$ cat src/rtl/bitfusion_operand_feeder_pkg.sv
// Shared types and helpers for the Bit Fusion operand feeder.
// Covers width codes, the FSM state and the held operand-pair payload.
package bitfusion_feeder_pkg;

  localparam int unsigned NIB_W      = 4;
  localparam int unsigned OP_W       = 8;
  localparam int unsigned CODE_W     = 3;
  localparam int unsigned SHIFT_W    = 4;
  localparam int unsigned BEAT_IDX_W = 2;

  localparam logic [CODE_W-1:0] W1B = CODE_W'(0);
  localparam logic [CODE_W-1:0] W2B = CODE_W'(1);
  localparam logic [CODE_W-1:0] W4B = CODE_W'(2);
  localparam logic [CODE_W-1:0] W8B = CODE_W'(3);

  typedef enum logic {
    IDLE = 1'b0,
    BEAT = 1'b1
  } feeder_state_e;

  typedef struct packed {
    logic [OP_W-1:0]   act;
    logic [OP_W-1:0]   wgt;
    logic [CODE_W-1:0] act_width;
    logic [CODE_W-1:0] wgt_width;
    logic              s_act;
    logic              s_wgt;
    logic              last;
  } op_pair_t;

  // Codes 3..7 all mean a full 8-bit operand.
  function automatic logic is_wide(input logic [CODE_W-1:0] code);
    return code >= W8B;
  endfunction

  // Index of the final beat of a pair: 0, 1 or 3.
  function automatic logic [BEAT_IDX_W-1:0] last_beat_idx(input op_pair_t p);
    logic [BEAT_IDX_W-1:0] idx;
    case ({is_wide(p.act_width), is_wide(p.wgt_width)})
      2'b11:   idx = BEAT_IDX_W'(3);
      2'b00:   idx = BEAT_IDX_W'(0);
      default: idx = BEAT_IDX_W'(1);
    endcase
    return idx;
  endfunction

endpackage

$ cat src/rtl/bitfusion_operand_feeder_if.sv
// Operand-pair input and per-beat output bundle of the operand feeder.
interface bitfusion_operand_feeder_if;
  import bitfusion_feeder_pkg::*;

  logic              op_valid;
  logic              op_ready;
  logic [OP_W-1:0]   op_in;
  logic [OP_W-1:0]   op_weight;
  logic [CODE_W-1:0] op_in_width;
  logic [CODE_W-1:0] op_weight_width;
  logic              op_s_in;
  logic              op_s_weight;
  logic              op_last;

  logic               out_valid;
  logic [NIB_W-1:0]   out_in;
  logic [NIB_W-1:0]   out_weight;
  logic [CODE_W-1:0]  out_in_width;
  logic [CODE_W-1:0]  out_weight_width;
  logic               out_s_in;
  logic               out_s_weight;
  logic [SHIFT_W-1:0] out_shift;
  logic               out_last;
  logic               psum_capture;

  modport master (
    output op_valid, op_in, op_weight, op_in_width, op_weight_width,
           op_s_in, op_s_weight, op_last,
    input  op_ready, out_valid, out_in, out_weight, out_in_width,
           out_weight_width, out_s_in, out_s_weight, out_shift, out_last,
           psum_capture
  );

  modport slave (
    input  op_valid, op_in, op_weight, op_in_width, op_weight_width,
           op_s_in, op_s_weight, op_last,
    output op_ready, out_valid, out_in, out_weight, out_in_width,
           out_weight_width, out_s_in, out_s_weight, out_shift, out_last,
           psum_capture
  );

endinterface

$ cat src/rtl/bitfusion_operand_feeder_nibble_slicer.sv
// Picks one 4-bit nibble of an operand for a beat, with its beat width code and sign.
module bitfusion_nibble_slicer
  import bitfusion_feeder_pkg::*;
(
  input  logic [OP_W-1:0]   operand,
  input  logic [CODE_W-1:0] width_code,
  input  logic              sign,
  input  logic              nib_idx,
  output logic [NIB_W-1:0]  nibble,
  output logic [CODE_W-1:0] beat_code,
  output logic              beat_sign
);

  logic [NIB_W-1:0] mask;

  // Wide operands split into low (unsigned) and high (signed) halves; narrow ones are masked.
  always_comb begin
    mask      = '1;
    nibble    = operand[NIB_W-1:0];
    beat_code = width_code;
    beat_sign = sign;
    if (is_wide(width_code)) begin
      nibble    = nib_idx ? operand[OP_W-1:NIB_W] : operand[NIB_W-1:0];
      beat_code = W4B;
      beat_sign = nib_idx & sign;
    end else begin
      case (width_code)
        W1B:     mask = NIB_W'(1);
        W2B:     mask = NIB_W'(3);
        default: mask = '1;
      endcase
      nibble = operand[NIB_W-1:0] & mask;
    end
  end

endmodule

$ cat src/rtl/bitfusion_operand_feeder.sv
// Sequences 8-bit operand pairs into 4-bit Bit Fusion beats and
// flags when psum holds a finished dot product.
module bitfusion_operand_feeder
  import bitfusion_feeder_pkg::*;
#(
  parameter int unsigned PSUM_LAT = 3
) (
  input logic                       clk,
  input logic                       rst,
  bitfusion_operand_feeder_if.slave bus
);

  feeder_state_e         state_q, state_d;
  op_pair_t              pair_q, pair_d, incoming, sel;
  logic [BEAT_IDX_W-1:0] beat_q, beat_d;
  logic                  xfer, drive, last_d, ready_d;
  logic                  nib_i, nib_w;
  logic [SHIFT_W-1:0]    shift_d;

  logic [NIB_W-1:0]      act_nib, wgt_nib;
  logic [CODE_W-1:0]     act_code, wgt_code;
  logic                  act_sign, wgt_sign;

  logic                  ready_q, valid_q, s_in_q, s_wgt_q, last_q;
  logic [NIB_W-1:0]      in_q, wgt_q;
  logic [CODE_W-1:0]     in_width_q, wgt_width_q;
  logic [SHIFT_W-1:0]    shift_q;
  logic [PSUM_LAT-1:0]   cap_sr;

  always_comb begin
    incoming.act       = bus.op_in;
    incoming.wgt       = bus.op_weight;
    incoming.act_width = bus.op_in_width;
    incoming.wgt_width = bus.op_weight_width;
    incoming.s_act     = bus.op_s_in;
    incoming.s_wgt     = bus.op_s_weight;
    incoming.last      = bus.op_last;
  end

  assign xfer = bus.op_valid & ready_q;

  // Next state: a transfer always starts beat 0 of the new pair, otherwise walk the held pair.
  always_comb begin
    state_d = state_q;
    pair_d  = pair_q;
    beat_d  = beat_q;
    sel     = pair_q;
    drive   = 1'b0;
    if (xfer) begin
      pair_d  = incoming;
      sel     = incoming;
      beat_d  = '0;
      drive   = 1'b1;
      state_d = (last_beat_idx(incoming) == '0) ? IDLE : BEAT;
    end else if (state_q == BEAT) begin
      if (beat_q == last_beat_idx(pair_q)) begin
        state_d = IDLE;
      end else begin
        beat_d = beat_q + BEAT_IDX_W'(1);
        drive  = 1'b1;
      end
    end
    last_d  = drive & sel.last & (beat_d == last_beat_idx(sel));
    ready_d = (state_d == IDLE) | (beat_d == last_beat_idx(pair_d));
  end

  // Beat order (i,w): (0,0) (1,0) (0,1) (1,1), narrow operands pinned to nibble 0.
  always_comb begin
    nib_i = 1'b0;
    nib_w = 1'b0;
    if (is_wide(sel.act_width)) begin
      nib_i = beat_d[0];
      nib_w = is_wide(sel.wgt_width) & beat_d[1];
    end else begin
      nib_w = is_wide(sel.wgt_width) & beat_d[0];
    end
    shift_d = SHIFT_W'({2'(nib_i) + 2'(nib_w), 2'b00});
  end

  bitfusion_nibble_slicer u_act_slicer (
    .operand    (sel.act),
    .width_code (sel.act_width),
    .sign       (sel.s_act),
    .nib_idx    (nib_i),
    .nibble     (act_nib),
    .beat_code  (act_code),
    .beat_sign  (act_sign)
  );

  bitfusion_nibble_slicer u_wgt_slicer (
    .operand    (sel.wgt),
    .width_code (sel.wgt_width),
    .sign       (sel.s_wgt),
    .nib_idx    (nib_w),
    .nibble     (wgt_nib),
    .beat_code  (wgt_code),
    .beat_sign  (wgt_sign)
  );

  always_ff @(posedge clk) begin
    if (rst) begin
      state_q     <= IDLE;
      pair_q      <= '0;
      beat_q      <= '0;
      ready_q     <= 1'b1;
      valid_q     <= 1'b0;
      in_q        <= '0;
      wgt_q       <= '0;
      in_width_q  <= '0;
      wgt_width_q <= '0;
      s_in_q      <= 1'b0;
      s_wgt_q     <= 1'b0;
      shift_q     <= '0;
      last_q      <= 1'b0;
      cap_sr      <= '0;
    end else begin
      state_q     <= state_d;
      pair_q      <= pair_d;
      beat_q      <= beat_d;
      ready_q     <= ready_d;
      valid_q     <= drive;
      in_q        <= drive ? act_nib  : '0;
      wgt_q       <= drive ? wgt_nib  : '0;
      in_width_q  <= drive ? act_code : '0;
      wgt_width_q <= drive ? wgt_code : '0;
      s_in_q      <= drive & act_sign;
      s_wgt_q     <= drive & wgt_sign;
      shift_q     <= drive ? shift_d : '0;
      last_q      <= last_d;
      // Delay line matching the fusion unit's psum latency.
      cap_sr      <= PSUM_LAT'({cap_sr, last_q});
    end
  end

  assign bus.op_ready         = ready_q;
  assign bus.out_valid        = valid_q;
  assign bus.out_in           = in_q;
  assign bus.out_weight       = wgt_q;
  assign bus.out_in_width     = in_width_q;
  assign bus.out_weight_width = wgt_width_q;
  assign bus.out_s_in         = s_in_q;
  assign bus.out_s_weight     = s_wgt_q;
  assign bus.out_shift        = shift_q;
  assign bus.out_last         = last_q;
  assign bus.psum_capture     = cap_sr[PSUM_LAT-1];

endmodule

$ cat src/flat_wrapper.sv
// flat-port wrapper written by rule: the top's interface ports become plain ports
module bitfusion_operand_feeder_flat import bitfusion_feeder_pkg::*;
#(
  parameter int unsigned PSUM_LAT = 3
)
  (clk, rst, bus_op_valid, bus_op_in, bus_op_weight, bus_op_in_width, bus_op_weight_width, bus_op_s_in, bus_op_s_weight, bus_op_last, bus_op_ready, bus_out_valid, bus_out_in, bus_out_weight, bus_out_in_width, bus_out_weight_width, bus_out_s_in, bus_out_s_weight, bus_out_shift, bus_out_last, bus_psum_capture);
  bitfusion_operand_feeder_if bus_i ();
  input logic clk;
  input logic rst;
  input wire logic [$bits(bus_i.op_valid)-1:0] bus_op_valid;
  input wire logic [$bits(bus_i.op_in)-1:0] bus_op_in;
  input wire logic [$bits(bus_i.op_weight)-1:0] bus_op_weight;
  input wire logic [$bits(bus_i.op_in_width)-1:0] bus_op_in_width;
  input wire logic [$bits(bus_i.op_weight_width)-1:0] bus_op_weight_width;
  input wire logic [$bits(bus_i.op_s_in)-1:0] bus_op_s_in;
  input wire logic [$bits(bus_i.op_s_weight)-1:0] bus_op_s_weight;
  input wire logic [$bits(bus_i.op_last)-1:0] bus_op_last;
  output wire logic [$bits(bus_i.op_ready)-1:0] bus_op_ready;
  output wire logic [$bits(bus_i.out_valid)-1:0] bus_out_valid;
  output wire logic [$bits(bus_i.out_in)-1:0] bus_out_in;
  output wire logic [$bits(bus_i.out_weight)-1:0] bus_out_weight;
  output wire logic [$bits(bus_i.out_in_width)-1:0] bus_out_in_width;
  output wire logic [$bits(bus_i.out_weight_width)-1:0] bus_out_weight_width;
  output wire logic [$bits(bus_i.out_s_in)-1:0] bus_out_s_in;
  output wire logic [$bits(bus_i.out_s_weight)-1:0] bus_out_s_weight;
  output wire logic [$bits(bus_i.out_shift)-1:0] bus_out_shift;
  output wire logic [$bits(bus_i.out_last)-1:0] bus_out_last;
  output wire logic [$bits(bus_i.psum_capture)-1:0] bus_psum_capture;
  assign bus_i.op_valid = bus_op_valid;
  assign bus_i.op_in = bus_op_in;
  assign bus_i.op_weight = bus_op_weight;
  assign bus_i.op_in_width = bus_op_in_width;
  assign bus_i.op_weight_width = bus_op_weight_width;
  assign bus_i.op_s_in = bus_op_s_in;
  assign bus_i.op_s_weight = bus_op_s_weight;
  assign bus_i.op_last = bus_op_last;
  assign bus_op_ready = bus_i.op_ready;
  assign bus_out_valid = bus_i.out_valid;
  assign bus_out_in = bus_i.out_in;
  assign bus_out_weight = bus_i.out_weight;
  assign bus_out_in_width = bus_i.out_in_width;
  assign bus_out_weight_width = bus_i.out_weight_width;
  assign bus_out_s_in = bus_i.out_s_in;
  assign bus_out_s_weight = bus_i.out_s_weight;
  assign bus_out_shift = bus_i.out_shift;
  assign bus_out_last = bus_i.out_last;
  assign bus_psum_capture = bus_i.psum_capture;
  bitfusion_operand_feeder #(.PSUM_LAT(PSUM_LAT)) u_core (.clk(clk), .rst(rst), .bus(bus_i));
endmodule
$ cat config.mk
export PLATFORM = sky130hd
export DESIGN_NAME = bitfusion_operand_feeder_flat
export DESIGN_NICKNAME = d
export VERILOG_FILES = /design/src/rtl/bitfusion_operand_feeder_pkg.sv /design/src/rtl/bitfusion_operand_feeder_if.sv /design/src/rtl/bitfusion_operand_feeder_nibble_slicer.sv /design/src/rtl/bitfusion_operand_feeder.sv /design/src/flat_wrapper.sv
export SDC_FILE = /design/constraint.sdc
export NUM_CORES = 1
export LEC_CHECK = 0
export ABC_AREA = 1
export BUFFER_PORTS_ARGS = -buffer_cell sky130_fd_sc_hd__buf_2
export CORE_ASPECT_RATIO = 0.75
export CORE_MARGIN = 5
export CORE_UTILIZATION = 40
export CTS_CLUSTER_DIAMETER = 150
export DETAILED_ROUTE_END_ITERATION = 6
export GPL_ROUTABILITY_DRIVEN = 1
export PLACE_DENSITY = 0.62
export SYNTH_ARGS = -nofsm -noshare
export SYNTH_HDL_FRONTEND = slang
export SYNTH_SLANG_ARGS = --single-unit
$ cat constraint.sdc
create_clock -name clk -period 2.2 [get_ports clk]
set_clock_uncertainty 0.2 [all_clocks]
set_input_delay 0.44 -clock clk [delete_from_list [all_inputs] [get_ports clk]]
set_output_delay 0.44 -clock clk [all_outputs]
set_load 0.05 [all_outputs]
Word level (Yosys, flattened, before mapping):

Index checks and enable logic that the tools add are counted.

* register bits after elaboration: 54
* input port bits: 28

* $add $sub $neg: 2
* magnitude comparators: 6
* equal/unequal tests: 7
* mux-type cells: 29
* bitwise operators: 14
* reductions and logical operators: 9

Operators by type and width (number)
* 25-bit 2-to-1 mux: 1
* 4-bit 2-to-1 mux: 6
* 3-bit by 2-bit >= comparator with 1-bit output (second input constant): 6
* 2-bit 2-to-1 mux: 8
* 4-bit one-hot mux with 2 select lines: 2
* 2-bit one-hot mux with 2 select lines: 3
* 1-bit AND: 9
* 1-bit 2-to-1 mux: 9
* 4-bit AND: 2
* 2-bit logical NOT: 4
* 2-bit equality test (second input constant): 3
* 3-bit by 1-bit equality test with 1-bit output (second input constant): 2
* 3-bit logical NOT: 2
* 3-bit OR reduction: 2
* 2-bit equality test: 2
* 1-bit by 1-bit adder with 2-bit output: 1
* 2-bit by 1-bit adder with 2-bit output (second input constant): 1
* 1-bit NOT: 2
* 2-bit OR reduction: 1
* 1-bit OR: 1

Logic depth before layout (Yosys ltp):

Gate-level depths: netlist of the first run.

* word-level depth: 14
* depth in mapped cells: 16
* gate-level depth less buffers: 16

By module:

A second synthesis of the first run with hierarchy kept.

* cells, all modules: 343
* area, all modules: 2341.0 um^2

By module, submodules not included
* bitfusion_operand_feeder: times used 1, cells an instance 275, area each 2040.7 um^2
* bitfusion_nibble_slicer: times used 2, cells an instance 34, area each 150.1 um^2

Worst setup path before layout of the first run:

No wires, ideal clock.

* path kind: register -> register
* start: reg u_core.ready_q (netlist: u_core.bus.op_ready)
* end: reg u_core.shift_q[2] (netlist: u_core.bus.out_shift[2])
* arrival time: 1920 ps
* data required time: 1890 ps
* setup slack: -31 ps
* stages on the path, launching flop included: 13
* period minus slack after synthesis: 2231 ps
* cells stage by stage: dfxtp_1 -> nand2_2 -> buf_6 -> a21oi_1 -> inv_1 -> nand2_1 -> inv_1 -> nor2_4 -> nand3_2 -> inv_2 -> ha_1 -> inv_1 -> nor2_1

* word-level cells in the longest chain between the ends: 6

RTL lines
* from (decl): RTL line bitfusion_operand_feeder.sv:24 `logic ready_q, valid_q, s_in_q, s_wgt_q, last_q;`
* from (signal assigned): RTL line bitfusion_operand_feeder.sv:120 `ready_q <= ready_d;`
* 1-bit AND *: RTL line bitfusion_operand_feeder.sv:40 `assign xfer = bus.op_valid & ready_q;`
* 25-bit 2-to-1 mux: RTL line bitfusion_operand_feeder.sv:49 `if (xfer) begin`
* 3-bit by 2-bit >= comparator with 1-bit output
* 1-bit AND, on equally long branches: RTL line bitfusion_operand_feeder.sv:75, bitfusion_operand_feeder.sv:73
* 1-bit 2-to-1 mux: RTL line bitfusion_operand_feeder.sv:71 `if (is_wide(sel.act_width)) begin`
* 1-bit by 1-bit adder with 2-bit output *: RTL line bitfusion_operand_feeder.sv:77 `shift_d = SHIFT_W'({2'(nib_i) + 2'(nib_w), 2'b00});`
* named net u_core.shift_d[2]: RTL line bitfusion_operand_feeder.sv:18 `logic [SHIFT_W-1:0] shift_d;`
* to (signal assigned): RTL line bitfusion_operand_feeder.sv:128 `shift_q <= drive ? shift_d : '0;`
* to (decl): RTL line bitfusion_operand_feeder.sv:27 `logic [SHIFT_W-1:0] shift_q;`

Mark *: on every way through the listed nets, which the timed path passes. The rest lies on a longest branch.
A chain may end at the register's enable or synchronous reset.

Final worst setup path of the first run:

Same ends and word-level chain as after synthesis.

==> results.ini, run 1 <==
[synthesis]
ys.flop_type = dfxtp_1
synth.avg_cell_area_sq_um = 8.38
synth_largest_area_cell = dfxtp_1
syn-instance-count = 244
syn_area_sq_um = 2040
async_flop_share = 0
yosys_warnings = 0
ys_top_cells_by_area = dfxtp_1 (51%), mux2i_1 (8.8%), nor2_1 (8.4%), nand2_1 (7.2%), inv_1 (4.4%)
synth_seq_cells = 52
synth-edff-count = 0
synth.most_common_cell = dfxtp_1
synth_top_cells_by_count = dfxtp_1 (52), nor2_1 (46), nand2_1 (39), inv_1 (24), mux2i_1 (18)
seq_area_frac_synth = 0.509
yosysTopAreaCellShare = 0.509
ys_types = 30

[clocking]
clock_path_buffers = 2
ctsHoldBuffers = 0
clk_pin_slew_ns = 0.09
numCtsBuffers = 5
cts_root_buffer = clkbuf_8
cts.sinks = 52
cts-resized-gates = 0
post_cts_buffers = 0
cts_tree = built
clk_latency_ns = 0.29
htreeDepth = 2

[worst_hold_path]
hold-path-endpoint = u_core.bus.out_valid$_SDFF_PP0_
min_from = rst
hold_path_depth = 2
hold_class = in2reg

[critical_path]
start_kind = flip-flop
path_class = reg2reg
reg2reg_from = u_core.bus.op_ready$_SDFF_PP1_
cp-end-kind = flip-flop
path_max_fanout = 11
r2r_cells = 12
r2r_slack_ns = 0.24
r2r_end = u_core.bus.out_shift[2]$_SDFF_PP0_
arrival_ns = 1.96
crit_required_ns = 2.20

[global_route]
grtUsageTotal = 0.138
grt.overflow.total = 0
grt_pass1_wl_mm = 7.25
grt_pass1_vias = 1565
grt_antenna_before_repair = 0
grt_max_degree = 31

[sta]
final.setup.tns_ns = 0
fin_ws_ns = 0.240
min_period_ns = 1.96
fin_crit_sh = 0.891
timing.fmax_ghz = 0.510
hold_viol_final = 0
grt_setup_unrepaired = no
drv_slew = 0
setup_viol = 0

[finish]
fin_util = 0.520
multiInputGateArea_sq_um = 847
area_delta_synth_final_pct = 25.3
insertedDiodeCount = 0
fill_cells = 473
final_cell_count_no_fill = 371
nNetsFinal = 339
regArea_sq_um = 1040
drive_gt1_frac = 0.309

[floorplan]
die_y_um = 71.9
dieArea_sq_um = 6660
placementRows = 22
io_pins = 52
die_x_um = 92.6
core_region_area_sq_um = 4930
initial_utilization = 0.415

[route]
dr_total_vias = 1691
drt_iter0_markers = 69
wl_per_cell_um = 11.7
drc = 0
ant_nets = 0
first_pass_iters = 4
postRouteWirelength_mm = 4.32
via_per_inst = 4.56

[pwr]
cellLeakagePower_nw = 1.33
power_density_nw_per_um2 = 900
peakVddDrop_v = 0.000355

[placement]
io_buffers = 49
dp.cells = 363
place_ws_ns = -0.0193
gp_congestion = 0.810
hpwlAfterDp_mm = 3.33

[job]
drv_cap = 0

[run_status]
status = finished, final reports clean

==> power by group <==
part	total [mW]	switching (mW)	internal (mW)
Clock	0.694	0.293	0.401
Sequential	1.04	0.0230	1.01
Combinational	0.574	0.371	0.203
==> cell families (layout without fill, tap and decap cells) <==
family,Yosys count,after routing,synth area share
simple gates,112,112,0.241
flops,52,52,0.509
buf+inv,37,101,0.0838
compound gates,22,22,0.0594
mux,19,19,0.0991
fa+ha+maj,1,1,0.00612
other cells,1,4,0.00183
==> metrics by stage <==
stage	power (mW)	cell area, sq um	hold slack [ns]
2_1_floorplan	1.47	2060	0.188
3_3_place_gp	1.63	2430	0.192
3_5_place_dp	1.63	2430	0.203
4_1_cts	2.33	2560	0.166
5_1_grt	2.44	2560	0.172
6_report	2.30	2560	0.180
==> routing by layer <==
layer / GRT usage / part of all wire
met3: 0.0425 / 0.081
met4: 0.0395 / 0.0067
met2: 0.198 / 0.41
met5: 0 / 0
met1: 0.199 / 0.50
==> registers in the layout (all words and copies together), names as in the netlist <==
signal	count
u_core.state_q	1
u_core.bus.op_ready	1
u_core.pair_q	25
u_core.cap_sr	3
u_core.bus.out_s_in	1
u_core.bus.out_weight_width	3
u_core.bus.out_in_width	3
u_core.bus.out_s_weight	1
u_core.bus.out_in	4
u_core.bus.out_weight	4
u_core.beat_q	2
u_core.bus.out_shift	2
u_core.bus.out_valid	1
u_core.bus.out_last	1
==> worst max-delay path by stage <==
stage                                               from                            endpoint  cells after the start  slack, ns
after global placement                      bus_op_valid  u_core.bus.out_shift[2]$_SDFF_PP0_                     12       0.08
final                     u_core.bus.op_ready$_SDFF_PP1_  u_core.bus.out_shift[2]$_SDFF_PP0_                     12       0.24
after floorplan           u_core.bus.op_ready$_SDFF_PP1_  u_core.bus.out_shift[2]$_SDFF_PP0_                     12       0.16
after detailed placement                    bus_op_valid  u_core.bus.out_shift[2]$_SDFF_PP0_                     13      -0.02
after global routing      u_core.bus.op_ready$_SDFF_PP1_      u_core.bus.out_last$_SDFF_PP0_                     12      0.006
after CTS                 u_core.bus.op_ready$_SDFF_PP1_  u_core.bus.out_shift[2]$_SDFF_PP0_                     11       0.19
==> critical path, cell delays in order (launching register included) <==
cell and delay, ns:
dfxtp_2 0.33, nand2_2 0.24, nor2_1 0.11, a21oi_1 0.13, inv_1 0.08, nand2_1 0.11
inv_1 0.09, nor2_4 0.11, nand3_2 0.09, inv_2 0.07, ha_1 0.22, inv_1 0.06
nor2_1 0.04
==> layout by cell type (no fill, tap or decap), types with 4 or more instances in the layout <==
| cell type | netlist | routed |
|---|---|---|
| dfxtp_1 | 52 | 51 |
| buf_2 | 0 | 49 |
| nor2_1 | 46 | 46 |
| nand2_1 | 39 | 39 |
| inv_1 | 24 | 24 |
| mux2i_1 | 18 | 18 |
| buf_4 | 4 | 16 |
| a21oi_1 | 9 | 9 |
| nand3_1 | 7 | 7 |
| clkbuf_8 | 1 | 7 |
| o21ai_0 | 6 | 6 |
| nand2_2 | 5 | 5 |
| or2_2 | 5 | 5 |
| inv_2 | 4 | 4 |
| conb_1 | 1 | 4 |
==> final cells by class <==
type                       instances  area share
clock buffer                       7      0.0376
clock inverter                     1      0.0117
inverter                          28      0.0410
multi-input combinational        158       0.331
sequential                        52       0.407
tap                               60      0.0293
timing repair buffer              65       0.143
No activity file was read; power rests on OpenSTA's default activity.
==> inputs of run 2 (changes only) <==
--- a/config.mk
+++ b/config.mk
@@ -7,7 +7,7 @@
 export LEC_CHECK = 0
 export ABC_AREA = 1
 export BUFFER_PORTS_ARGS = -buffer_cell sky130_fd_sc_hd__buf_2
-export CORE_ASPECT_RATIO = 0.75
+export CORE_ASPECT_RATIO = 0.6
 export CORE_MARGIN = 5
 export CORE_UTILIZATION = 40
 export CTS_CLUSTER_DIAMETER = 150
==> results.ini, run 2 (same netlist as run 1, synthesis figures left out) <==
[run_status]
status = finished, final reports clean

[sta]
final.setup.tns_ns = 0  ; unchanged
setup_viol = 0  ; unchanged
hold_viol_final = 0  ; unchanged
holdWs_ns = 0.177  ; -0.00253 ns
grt_setup_unrepaired = no
timing.fmax_ghz = 0.496  ; -2.7%
fin_crit_sh = 0.916  ; +0.0251
min_period_ns = 2.02  ; +0.0553 ns
fin_ws_ns = 0.185  ; -0.0552 ns
drv_slew = 0  ; unchanged

[placement]
gp_congestion = 0.814  ; +0.39%
place_ws_ns = -0.00812  ; +0.0112 ns
dp.cells = 371  ; +2.2%
place_area_sq_um = 2450  ; +0.93%
io_buffers = 49  ; unchanged
hpwlAfterDp_mm = 3.46  ; +4.0%

[critical_path]
reg2reg_from = u_core.bus.op_ready$_SDFF_PP1_
path_cells = nand2_2 -> o21ai_1 -> nand2_1 -> nand2_2 -> inv_2 -> nand2_2 -> nand3_2 -> inv_2 -> ha_1 -> inv_1 -> nor2_1
path_class = reg2reg
r2r_cells = 11  ; -1
arrival_ns = 2.01  ; +0.05 ns
path_common_cell = nand2_2
cpMaxStageDelayCell = dfxtp_2
crit_path_max_incr_delay_ns = 0.35  ; +0.02 ns
start_kind = flip-flop
path_max_fanout = 11  ; unchanged
cp-end-kind = flip-flop
r2r_slack_ns = 0.18  ; -0.06 ns
crit_required_ns = 2.20  ; about the same
r2r_end = u_core.bus.out_shift[2]$_SDFF_PP0_

[floorplan]
initial_utilization = 0.409  ; -0.00643
core_region_area_sq_um = 5000  ; +1.6%
die_y_um = 65.4  ; -9.1%
die_x_um = 102  ; +11%
dieArea_sq_um = 6690  ; +0.49%
placementRows = 20  ; -9.1%
io_pins = 52  ; unchanged

[finish]
final_cell_mix = dfxtp_1 (51), buf_2 (49), nor2_1 (46)
final_cell_count_no_fill = 379  ; +2.2%
largest_reg_flops = 25  ; unchanged
nNetsFinal = 341  ; +0.59%
final_common_cell = dfxtp_1
regMostFlops = u_core.pair_q
area_delta_synth_final_pct = 24.9
fin_area_sq_um = 2550  ; -0.29%
insertedDiodeCount = 0  ; unchanged
drive_gt1_frac = 0.310  ; +0.00122

[route]
wl_per_cell_um = 11.8  ; +1.2%
wl_met3_um = 402  ; +15%
drt_iter0_markers = 58  ; -16%
first_pass_iters = 4  ; unchanged
via_per_inst = 4.44  ; -2.6%
dr_total_vias = 1682  ; -0.53%
routed-wl-met2_mm = 1.72  ; -3.6%
postRouteWirelength_mm = 4.47  ; +3.4%
met1_length_mm = 2.32  ; +7.2%
top_layer = met4
ant_nets = 0  ; unchanged
drc = 0  ; unchanged

[clocking]
clk_pin_slew_ns = 0.09  ; about the same
numCtsBuffers = 5  ; unchanged
clock_path_buffers = 2  ; unchanged
post_cts_buffers = 0  ; unchanged
cts_tree = built
cts_root_buffer = clkbuf_8
htreeDepth = 2  ; unchanged
cts.sinks = 52  ; unchanged
clk_latency_ns = 0.30  ; about the same

[pwr]
power_density_nw_per_um2 = 853  ; -5.2%
peakVddDrop_v = 0.000378  ; +6.6%
cellLeakagePower_nw = 1.32  ; -0.81%

[worst_hold_path]
hold_class = in2reg
hold-path-endpoint = u_core.bus.out_valid$_SDFF_PP0_
hold_path_depth = 2  ; unchanged
min_from = rst

[global_route]
grt.overflow.total = 0  ; unchanged
grt_pass1_vias = 1649  ; +5.4%
grtUsageTotal = 0.145  ; +0.00741
grt_antenna_before_repair = 0  ; unchanged
grt_max_degree = 31  ; unchanged
grt_pass1_wl_mm = 7.61  ; +5.0%

[job]
drv_cap = 0  ; unchanged

run 2: cell types whose count changed in the layout (fill, tap and decap cells not counted):
cell,delta
a31oi_1,-1
a31oi_2,+1
buf_4,+2
bufinv_16,-1
clkbuf_1,+1
clkbuf_8,-1
clkinvlp_4,+1
o21ai_1,+1
o21ai_2,-1
run 2: worst max-delay path by stage:
stage | from | endpoint | slack, ns
2_1_floorplan | u_core.bus.op_ready$_SDFF_PP1_ | u_core.bus.out_shift[2]$_SDFF_PP0_ | 0.16
3_3_place_gp | bus_op_valid | u_core.bus.out_shift[2]$_SDFF_PP0_ | 0.06
3_5_place_dp | bus_op_valid | u_core.bus.out_shift[2]$_SDFF_PP0_ | -0.008
4_1_cts | u_core.bus.op_ready$_SDFF_PP1_ | u_core.bus.out_shift[2]$_SDFF_PP0_ | 0.18
5_1_grt | u_core.bus.op_ready$_SDFF_PP1_ | u_core.bus.out_weight[1]$_SDFF_PP0_ | 0.0004
6_report | u_core.bus.op_ready$_SDFF_PP1_ | u_core.bus.out_shift[2]$_SDFF_PP0_ | 0.18
run 2: power by group:
group          switching, mW  internal (mW)
logic                  0.372          0.213
clock network          0.301          0.256
registers             0.0240           1.01
total                  0.697           1.48
run 2: area by class of cell:
type                            instances  area, sq um
Tap cell                               66         82.6
Clock inverter                          1         7.51
Clock buffer                            7         86.3
Fill cell                             519         2450
Sequential cell                        52         1040
Multi-Input combinational cell        158          850
Timing Repair Buffer                   67          380
Inverter                               28          105
run 2: critical path: cells and delay by family, from the launching register on:
kind,cells,cell delay [ns]
fa+ha+maj,1,0.21
buf+inv,3,0.17
simple gates,6,0.64
flops,1,0.35
compound gates,1,0.34
run 2: timing repair:
| action | 4_1_cts | 5_1_grt |
|---|---|---|
| gates resized for setup | 0 | 1 |
| endpoints found under the setup margin | 0 | 1 |
| hold buffers | 0 | 0 |
run 2: metrics by stage:
| stage | util | power [mW] |
|---|---|---|
| after floorplan | - | 1.47 |
| after global placement | 0.490 | 1.64 |
| after detailed placement | 0.490 | 1.64 |
| after CTS | 0.509 | 2.21 |
| after global routing | 0.510 | 2.32 |
| final | 0.510 | 2.18 |
run 2: metal layers:
layer	track usage	up-vias
met5	0	-
li1	-	891
met1	0.210	741
met3	0.0530	4
met4	0.0344	0
met2	0.203	46
==> inputs of run 3 (changes only) <==
--- a/config.mk
+++ b/config.mk
@@ -10,10 +10,11 @@
 export CORE_ASPECT_RATIO = 0.6
 export CORE_MARGIN = 5
 export CORE_UTILIZATION = 40
+export CTS_BUF_LIST = sky130_fd_sc_hd__clkbuf_8
 export CTS_CLUSTER_DIAMETER = 150
 export DETAILED_ROUTE_END_ITERATION = 6
 export GPL_ROUTABILITY_DRIVEN = 1
-export PLACE_DENSITY = 0.62
+export PLACE_DENSITY = 0.64
 export SYNTH_ARGS = -nofsm -noshare
 export SYNTH_HDL_FRONTEND = slang
 export SYNTH_SLANG_ARGS = --single-unit
==> constraint.sdc (replaced) <==
create_clock -name clk -period 1.8 [get_ports clk]
set_clock_uncertainty 0.2 [all_clocks]
set_input_delay 0.36 -clock clk [delete_from_list [all_inputs] [get_ports clk]]
set_output_delay 0.36 -clock clk [all_outputs]
set_load 0.05 [all_outputs]
==> results.ini, run 3 (same netlist as run 1, synthesis figures left out) <==
[pwr]
cellLeakagePower_nw = 1.49  ; +13%
pwr-share-seq = 0.408  ; -0.068
peakVddDrop_v = 0.000483  ; +28%
p_comb_frac = 0.321  ; +0.053
p_int_mw = 2.15  ; +45%
p_sw_frac = 0.312  ; -0.00761
netSwitchingPower_uw = 975  ; +40%
power_density_nw_per_um2 = 1030  ; +21%
pwr-share-clk = 0.271  ; +0.015
total_power_mw = 3.13  ; +43%

[floorplan]
die_y_um = 65.4  ; unchanged
core_region_area_sq_um = 5000  ; unchanged
placementRows = 20  ; unchanged
die_x_um = 102  ; unchanged
initial_utilization = 0.409  ; unchanged
dieArea_sq_um = 6690  ; unchanged
io_pins = 52  ; unchanged

[clocking]
cts.sinks = 52  ; unchanged
htreeDepth = 2  ; unchanged
cts_root_buffer = clkbuf_8
ctsHoldBuffers = 0  ; unchanged
numCtsBuffers = 5  ; unchanged
clk_latency_ns = 0.29  ; about the same
clk_pin_slew_ns = 0.09  ; about the same
clock_path_buffers = 2  ; unchanged
cts_tree = built

[critical_path]
arrival_ns = 1.89  ; -0.12 ns
cp-end-kind = flip-flop
path_max_fanout = 6  ; -5
path_cells = nand2_8 -> buf_8 -> o21ai_4 -> nand2_2 -> nand2_4 -> inv_4 -> nand2_4 -> nand3_4 -> inv_4 -> ha_4 -> inv_2 -> nor2_2
crit_path_max_incr_delay_ns = 0.38  ; +0.03 ns
path_class = reg2reg
cpMaxStageDelayCell = dfxtp_4
crit_required_ns = 1.80  ; -0.40 ns
start_kind = flip-flop

[finish]
final_common_cell = buf_2
drive_gt1_frac = 0.515  ; +0.205
regMostFlops = u_core.pair_q
final_cell_count_no_fill = 404  ; +6.6%
area_delta_synth_final_pct = 47.9
nNetsFinal = 366  ; +7.3%
insertedDiodeCount = 0  ; unchanged
fill_cells = 449  ; -13%
largest_reg_flops = 25  ; unchanged
final_cell_mix = buf_2 (49), dfxtp_1 (46), nor2_1 (43)
fin_area_sq_um = 3020  ; +18%

[sta]
fin_ws_ns = -0.0862  ; -0.271 ns
grt_setup_unrepaired = yes
setup_viol = 10  ; +10
drv_slew = 0  ; unchanged
fin_crit_sh = 1.05  ; +0.132
min_period_ns = 1.89  ; -0.129 ns
timing.fmax_ghz = 0.530  ; +6.8%
hold_viol_final = 0  ; unchanged

[route]
ant_nets = 0  ; unchanged
drt_iter0_markers = 77  ; +33%
wl_per_cell_um = 12.6  ; +6.6%
postRouteWirelength_mm = 5.08  ; +14%
via_per_inst = 4.52  ; +1.8%
drc = 0  ; unchanged
dr_total_vias = 1825  ; +8.5%
first_pass_iters = 4  ; unchanged

[global_route]
grt_pass1_vias = 1758  ; +6.6%
grt.overflow.total = 0  ; unchanged
grt_pass1_wl_mm = 8.02  ; +5.4%
grt_max_degree = 31  ; unchanged
grtUsageTotal = 0.153  ; +0.00808
grt_antenna_before_repair = 0  ; unchanged

[placement]
io_buffers = 49  ; unchanged
hpwlAfterDp_mm = 3.52  ; +1.7%
place_area_sq_um = 2570  ; +4.9%
dp.cells = 384  ; +3.5%
gp_congestion = 0.840  ; +3.2%
place_ws_ns = -0.244  ; -0.235 ns

[job]
drv_cap = 0  ; unchanged

[worst_hold_path]
hold_class = in2reg

[run_status]
violations = negative setup slack
status = finished with violations

## run 3: worst paths after layout
path	startpoint	endpoint	slack [ns]	cells past startpoint
worst min-delay path	bus_op_last	u_core.pair_q[0]$_SDFF_PP0_	0.12	3
worst max-delay path	u_core.bus.op_ready$_SDFF_PP1_	u_core.bus.out_shift[2]$_SDFF_PP0_	-0.09	12
worst min register to register	u_core.cap_sr[0]$_SDFF_PP0_	u_core.cap_sr[1]$_SDFF_PP0_	0.21	2
worst max register to register	u_core.bus.op_ready$_SDFF_PP1_	u_core.bus.out_shift[2]$_SDFF_PP0_	-0.09	12
## run 3: power by group through the flow
| stage | clock network (mW) | registers, mW | logic [mW] |
|---|---|---|---|
| floorplan | 0 | 1.42 | 0.383 |
| global placement | 0 | 1.29 | 0.765 |
| global route | 0.929 | 1.29 | 1.08 |
| detailed placement | 0 | 1.30 | 0.769 |
| finish | 0.846 | 1.28 | 1.00 |
| CTS | 0.872 | 1.27 | 0.873 |
## run 3: routing by layer
| layer | track usage | vias to the layer above | part of all wire |
|---|---|---|---|
| li1 | - | 945 | - |
| met5 | 0 | - | 0 |
| met4 | 0.0196 | 0 | 0.0016 |
| met2 | 0.225 | 43 | 0.44 |
| met3 | 0.0520 | 2 | 0.064 |
| met1 | 0.223 | 835 | 0.50 |
## run 3: through the flow
step	TNS, ns	util	hold WS (ns)
3_3_place_gp	-1.24	0.514	0.190
6_report	-0.440	0.604	0.121
5_1_grt	-1.93	0.604	0.121
4_1_cts	-0.0725	0.570	0.115
2_1_floorplan	-0.208	-	0.188
3_5_place_dp	-1.97	0.514	0.198
## run 3: repair_timing
action | 4_1_cts | 5_1_grt
setup buffers | 9 | 4
gates resized for setup | 30 | 47
pin swaps | 11 | 31
setup endpoints to repair | 11 | 18
gates cloned | 0 | 0
## run 3: final cells by class
type / count / area [sq um] / area share
Clock inverter: 1 / 30.0 / 0.00993
Tap cell: 66 / 82.6 / 0.0273
Multi-Input combinational cell: 158 / 1050 / 0.348
Clock buffer: 7 / 96.3 / 0.0319
Sequential cell: 52 / 1050 / 0.348
Timing Repair Buffer: 92 / 598 / 0.198
Inverter: 28 / 113 / 0.0372
## run 3: critical path: cells and delay by family (launching register included)
kind	cells	cell delay, ns
flip-flops	1	0.38
adder cells (fa/ha/maj)	1	0.19
AO/OA/AOI/OAI	1	0.19
buffers and inverters	4	0.35
AND/OR/NAND/NOR	6	0.49
